[src/rtl/csa_resolve_pkg.sv]
// csa_resolve_pkg
// Shared helpers for the carry-save resolve pipeline:
//   seg_w          - carry-chain segment width for a WIDTH/NSEG split
//   csa_params_ok  - elaboration-time legality check of WIDTH/NSEG
//   csa_stage_ctl_t- width-independent part of a pipeline stage record
//                    (valid bit and registered segment carry-out)
package csa_resolve_pkg;

   function automatic int unsigned seg_w(input int unsigned width,
                                         input int unsigned nseg);
      return (nseg == 0) ? 0 : width / nseg;
   endfunction

   function automatic bit csa_params_ok(input int unsigned width,
                                        input int unsigned nseg);
      return (nseg != 0) && (width >= 2) && ((width % nseg) == 0);
   endfunction

   typedef struct packed {
      logic valid;
      logic cout;
   } csa_stage_ctl_t;

endpackage

[src/rtl/csa_seg_add.sv]
// csa_seg_add
// Combinational SW-bit adder for one carry-chain segment.
//   a, b  in  SW  operands
//   cin   in  1   carry-in from the previous segment
//   s     out SW  segment sum
//   cout  out 1   segment carry-out
module csa_seg_add #(
   parameter int unsigned SW = 4
) (
   input  logic [SW-1:0] a,
   input  logic [SW-1:0] b,
   input  logic          cin,
   output logic [SW-1:0] s,
   output logic          cout
);

   always_comb begin
      {cout, s} = {1'b0, a} + {1'b0, b} + {{SW{1'b0}}, cin};
   end

endmodule

[src/rtl/csa_resolve_pipe.sv]
// csa_resolve_pipe
// Resolves a carry-save (sum, carry) pair into binary
// (in_sum + (in_carry << 1)) mod 2^WIDTH with the carry chain split into
// NSEG registered segments (latency NSEG, throughput 1/cycle).
//   clk, rst_n           clock (rising) / synchronous active-low reset
//   in_valid/in_ready    input handshake; in_ready = !out_valid || out_ready
//   in_sum, in_carry     CSA vectors (carry has weight 2, MSB discarded)
//   out_valid/out_ready  output handshake
//   out_data             resolved value of the last stage
//   busy                 any stage holds a valid entry
module csa_resolve_pipe
   import csa_resolve_pkg::*;
#(
   parameter int unsigned WIDTH = 16,
   parameter int unsigned NSEG  = 4
) (
   input  logic             clk,
   input  logic             rst_n,
   input  logic             in_valid,
   output logic             in_ready,
   input  logic [WIDTH-1:0] in_sum,
   input  logic [WIDTH-1:0] in_carry,
   output logic             out_valid,
   input  logic             out_ready,
   output logic [WIDTH-1:0] out_data,
   output logic             busy
);

   localparam int unsigned SW = seg_w(WIDTH, NSEG);

   generate
      if (!csa_params_ok(WIDTH, NSEG)) begin : g_bad_params
         $fatal(1, "csa_resolve_pipe: WIDTH must be a multiple of NSEG");
      end
   endgenerate

   // res: segments already resolved; ps/pc: raw operands still pending
   typedef struct packed {
      csa_stage_ctl_t   ctl;
      logic [WIDTH-1:0] res;
      logic [WIDTH-1:0] ps;
      logic [WIDTH-1:0] pc;
   } stage_t;

   stage_t           st_q [NSEG];
   stage_t           st_d [NSEG];

   logic [SW-1:0]    a_w    [NSEG];
   logic [SW-1:0]    b_w    [NSEG];
   logic [SW-1:0]    s_w    [NSEG];
   logic             cin_w  [NSEG];
   logic             cout_w [NSEG];

   logic [WIDTH-1:0] c2;
   logic             adv;

   always_comb begin
      c2 = in_carry << 1;
   end

   // Segment 0 works on the live inputs; segment k on stage k-1's pending
   // operands plus stage k-1's registered carry-out.
   always_comb begin
      a_w[0]   = in_sum[SW-1:0];
      b_w[0]   = c2[SW-1:0];
      cin_w[0] = 1'b0;
      for (int unsigned k = 1; k < NSEG; k++) begin
         a_w[k]   = st_q[k-1].ps[k*SW +: SW];
         b_w[k]   = st_q[k-1].pc[k*SW +: SW];
         cin_w[k] = st_q[k-1].ctl.cout;
      end
   end

   generate
      for (genvar g = 0; g < NSEG; g++) begin : g_seg
         csa_seg_add #(.SW(SW)) u_add (
            .a    (a_w[g]),
            .b    (b_w[g]),
            .cin  (cin_w[g]),
            .s    (s_w[g]),
            .cout (cout_w[g])
         );
      end
   endgenerate

   always_comb begin
      st_d[0]              = '0;
      st_d[0].ctl.valid    = in_valid;
      st_d[0].ctl.cout     = cout_w[0];
      st_d[0].res[SW-1:0]  = s_w[0];
      st_d[0].ps           = in_sum;
      st_d[0].pc           = c2;
      for (int unsigned k = 1; k < NSEG; k++) begin
         st_d[k]                  = st_q[k-1];
         st_d[k].res[k*SW +: SW]  = s_w[k];
         st_d[k].ctl.cout         = cout_w[k];
      end
   end

   always_comb begin
      adv = !st_q[NSEG-1].ctl.valid || out_ready;
   end

   // Data fields load only with a valid entry, so bubbles never disturb
   // out_data and undriven upstream data cannot reach the output.
   always_ff @(posedge clk) begin
      if (!rst_n) begin
         for (int unsigned k = 0; k < NSEG; k++) begin
            st_q[k] <= '0;
         end
      end else if (adv) begin
         for (int unsigned k = 0; k < NSEG; k++) begin
            st_q[k].ctl.valid <= st_d[k].ctl.valid;
            if (st_d[k].ctl.valid) begin
               st_q[k] <= st_d[k];
            end
         end
      end
   end

   always_comb begin
      busy = 1'b0;
      for (int unsigned k = 0; k < NSEG; k++) begin
         busy = busy | st_q[k].ctl.valid;
      end
   end

   assign in_ready  = adv;
   assign out_valid = st_q[NSEG-1].ctl.valid;
   assign out_data  = st_q[NSEG-1].res;

endmodule

[config.mk]
export PLATFORM = sky130hd
export DESIGN_NAME = csa_resolve_pipe
export DESIGN_NICKNAME = d
export VERILOG_FILES = /design/src/rtl/csa_resolve_pkg.sv /design/src/rtl/csa_seg_add.sv /design/src/rtl/csa_resolve_pipe.sv
export SDC_FILE = /design/constraint.sdc
export NUM_CORES = 1
export LEC_CHECK = 0
export BUFFER_PORTS_ARGS = -buffer_cell sky130_fd_sc_hd__buf_4
export CAP_MARGIN = 20
export CORE_MARGIN = 2
export CORE_UTILIZATION = 53
export DETAILED_ROUTE_END_ITERATION = 6
export PLACE_DENSITY = 0.72
export SLEW_MARGIN = 20
export SYNTH_ARGS = -nofsm -noshare
export SYNTH_HDL_FRONTEND = slang
export SYNTH_SLANG_ARGS = --single-unit
[constraint.sdc]
create_clock -name clk -period 1.9 [get_ports clk]
set_input_delay 0 -clock clk [delete_from_list [all_inputs] [get_ports clk]]
set_output_delay 0 -clock clk [all_outputs]
set_load 0.03 [all_outputs]
==> run_results.csv <==
group,metric,value,unit
logic_synthesis,yosysSeqAreaShare,69.1,%
detailed_routing,drtIter0Drc,58,
floorplan,fp.dieH,92.3,um
logic_synthesis,syn-cell-area,0.00413,sq mm
logic_synthesis,yosysMostFrequentCell,"edfxtp_1",
clock_network,cts_buffers,9,
detailed_routing,viasPerCell,4.59,
status,status,"finished clean",
layout,insertedDiodeCount,0,
clock_network,clk_pin_slew_worst_paths,90,ps
worst_setup_path,critical_path.slowest_cell,"fa_1",
power_and_ir_drop,vdd.ir_drop.worst,0.000377,V
detailed_routing,vias,2150,
detailed_routing,routed_wirelength,5180,um
worst_setup_path,cp.required,2110,ps
detailed_routing,dr.pass1.iters,4,
sta,finalCritPeriodShare,92.1,%
placed_design,post-place-ws,164,ps
layout,reg.largest.list,"st_q (95)",
worst_setup_path,end_kind,"flop",
worst_setup_path,crit_path_frequent_cell,"fa_1",
logic_synthesis,avgSynthCellArea,15.0,sq um
global_route,grt_pass1_vias,2015,
sta,min_period,1750,ps
detailed_routing,post-route-drc-count,0,
detailed_routing,post_drt_wl_per_cell,11.1,um
layout,nets,416,
detailed_routing,antenna_left,0,
sta,slew_violations,0,
power_and_ir_drop,p_leak,2.09,nW
logic_synthesis,synth_top_area_cell,"edfxtp_1",
worst_setup_path,critPathKind,"flop to flop",
floorplan,die_w,92.3,um
placed_design,io_buffers,53,
global_route,grt_max_degree,30,
clock_network,clk_path_buf_depth,2,
flow_run,drv_cap,0,
sta,worst_slew_pin_slew,328,ps
logic_synthesis,yosysWarnings,0,
logic_synthesis,async_flop_share,0,%
clock_network,cts_tree,"yes",
layout,layout.area.seq,0.00285,sq mm
clock_network,clock_sinks,95,
logic_synthesis,synth_common_cells,"edfxtp_1, and2_1, inv_1",
logic_synthesis,synth_edf_count,95,
layout,regMostFlops,"st_q",
worst_setup_path,worst-path-max-fanout,2,
layout,largest_reg_flops,95,
sta,rsz0062_at_grt,"false",
layout,multi_input_comb_area,0.00112,sq mm
worst_setup_path,critPathTopFamily,"adder cells",
worst_setup_path,startpoint_type,"flop",
sta,maxSlewHeadroom,78.1,%
worst_setup_path,crit_arrival,1960,ps
global_route,grt_pass1_wl,8770,um
global_route,antenna_found_initial,0,
sta,finalHoldViolations,0,
power_and_ir_drop,powerDensity,843,mW/mm^2
layout,synthToLayoutAreaGrowth,24.1,%
worst_hold_path,hold_class,"input pin to flop",
clock_network,cts-root-buf,"clkbuf_8",
floorplan,dieArea,0.00851,sq mm
logic_synthesis,synthFlopType,"edfxtp_1",
logic_synthesis,synth.distinct_cells,31,
sta,final.setup_skew,9.74,ps
logic_synthesis,ys_top_cells_by_area,"edfxtp_1, and2_1, fa_1",
floorplan,start_util,54.0,%
worst_setup_path,max_stage_delay,460,ps
clock_network,h-tree-depth,3,
logic_synthesis,synth_top_area_share,69.1,%
layout,drive_gt1_share,23.2,%
floorplan,rows,32,
worst_setup_path,cp_num_buf_inv,1,
layout,fill_cells,558,
clock_network,clk_latency,350,ps
clock_network,post_cts_buffers,0,
sta,fmax,571,MHz
global_route,grt-ovfl-total,0,
floorplan,pin_count,55,
global_route,gr-usage-all-layers,13.5,%
placed_design,place_congestion,0.714,
sta,layout_setup_ws,149,ps
logic_synthesis,synthCells,275,
sta,tns,0,ps
placed_design,dpl.hpwl,3620,um
logic_synthesis,ys_ff_latch,95,
floorplan,core,0.00765,sq mm
sta,setup_viol_count_final,0,
worst_setup_path,cp_cell_sequence,"inv_1 > fa_1 > fa_1 > nor2b_2 > o21ai_0 > a21oi_1",
logic_synthesis,syn_nets,329,
==> worst register-to-register path, cell delays in order (launching register included) <==
cell and delay (ps):
edfxtp_1 330, inv_1 50, fa_1 460, fa_1 410
nor2b_2 130, o21ai_0 90, a21oi_1 140
==> per-layer routing <==
metal	vias to the layer above	GRT usage [%]	share of wire (%)
li1	1124	-	-
met1	971	15.7	44
met2	47	23.3	50
met3	8	3.20	4.7
met4	0	6.72	1.7
met5	-	0	0
==> power breakdown <==
part | internal [W] | switching, W
combinational | 0.000208 | 0.000215
clock | 0.000743 | 0.000673
sequential | 0.00245 | 0.0000361
==> cell families after synthesis <==
kind of cell	share of synthesized area (%)
and+or+nand+nor	17.7
DFF	69.1
buffers and inverters	4.00
adders and majority gates	6.73
AOI/OAI and AO/OA	1.61
xor gates and xnor gates	0.636
muxes	0.242
==> path summary, 6_finish.rpt <==
path / to / from / slack [ps] / cells after the start
worst min register to register: st_q[3][40] / st_q[2][40] / 510 / 1
worst max register to register: st_q[2][48] / st_q[1][24] / 150 / 6
worst max-delay path: st_q[2][48] / st_q[1][24] / 150 / 6
worst min-delay path: st_q[0][33] / in_carry[0] / 50 / 3
==> what timing repair did <==
| action | 4_1_cts | 5_1_grt |
|---|---|---|
| hold buffers | 26 | 0 |
| hold endpoints to repair | 29 | 0 |
| endpoints found under the setup margin | 0 | 1 |
| resized for setup | 0 | 1 |
==> placed cells by master (no fill, tap or decap), types with 2 or more instances in the layout <==
master / Yosys / final
nand3_2: 2 / 2
fa_1: 7 / 7
buf_12: 0 / 2
nand3_4: 2 / 2
nor2b_1: 5 / 4
bufinv_16: 0 / 2
a21boi_0: 2 / 2
clkbuf_8: 0 / 9
nor2_1: 9 / 9
and2_1: 75 / 75
edfxtp_1: 95 / 95
clkinv_4: 0 / 2
inv_2: 3 / 3
a21oi_1: 5 / 5
dlygate4sd3_1: 0 / 26
xor2_1: 3 / 3
nand3b_1: 6 / 6
nand2_1: 8 / 6
buf_4: 1 / 56
o21ai_0: 2 / 2
nand2_2: 0 / 2
nor3_1: 3 / 3
ha_1: 11 / 11
inv_1: 18 / 18
==> through the flow <==
stage	power [W]	hold slack, ps	util, %	std cells	area, sq um
4_1_cts	0.00435	41.9	67.0	468	5120
6_report	0.00432	46.6	67.0	468	5120
3_5_place_dp	0.00292	282	60.7	427	4640
5_1_grt	0.00448	54.7	67.0	468	5120
2_1_floorplan	0.00277	198	-	275	4140
3_3_place_gp	0.00290	279	60.7	427	4640
==> layout make-up <==
class	count	area share, %
clock buffer	9	2.42
clock inverter	6	1.83
inverter	22	1.66
multi-input combinational	150	21.9
sequential	95	55.7
tap	102	2.49
timing repair buffer	84	14.1
Power figures use the tool's default switching activity.
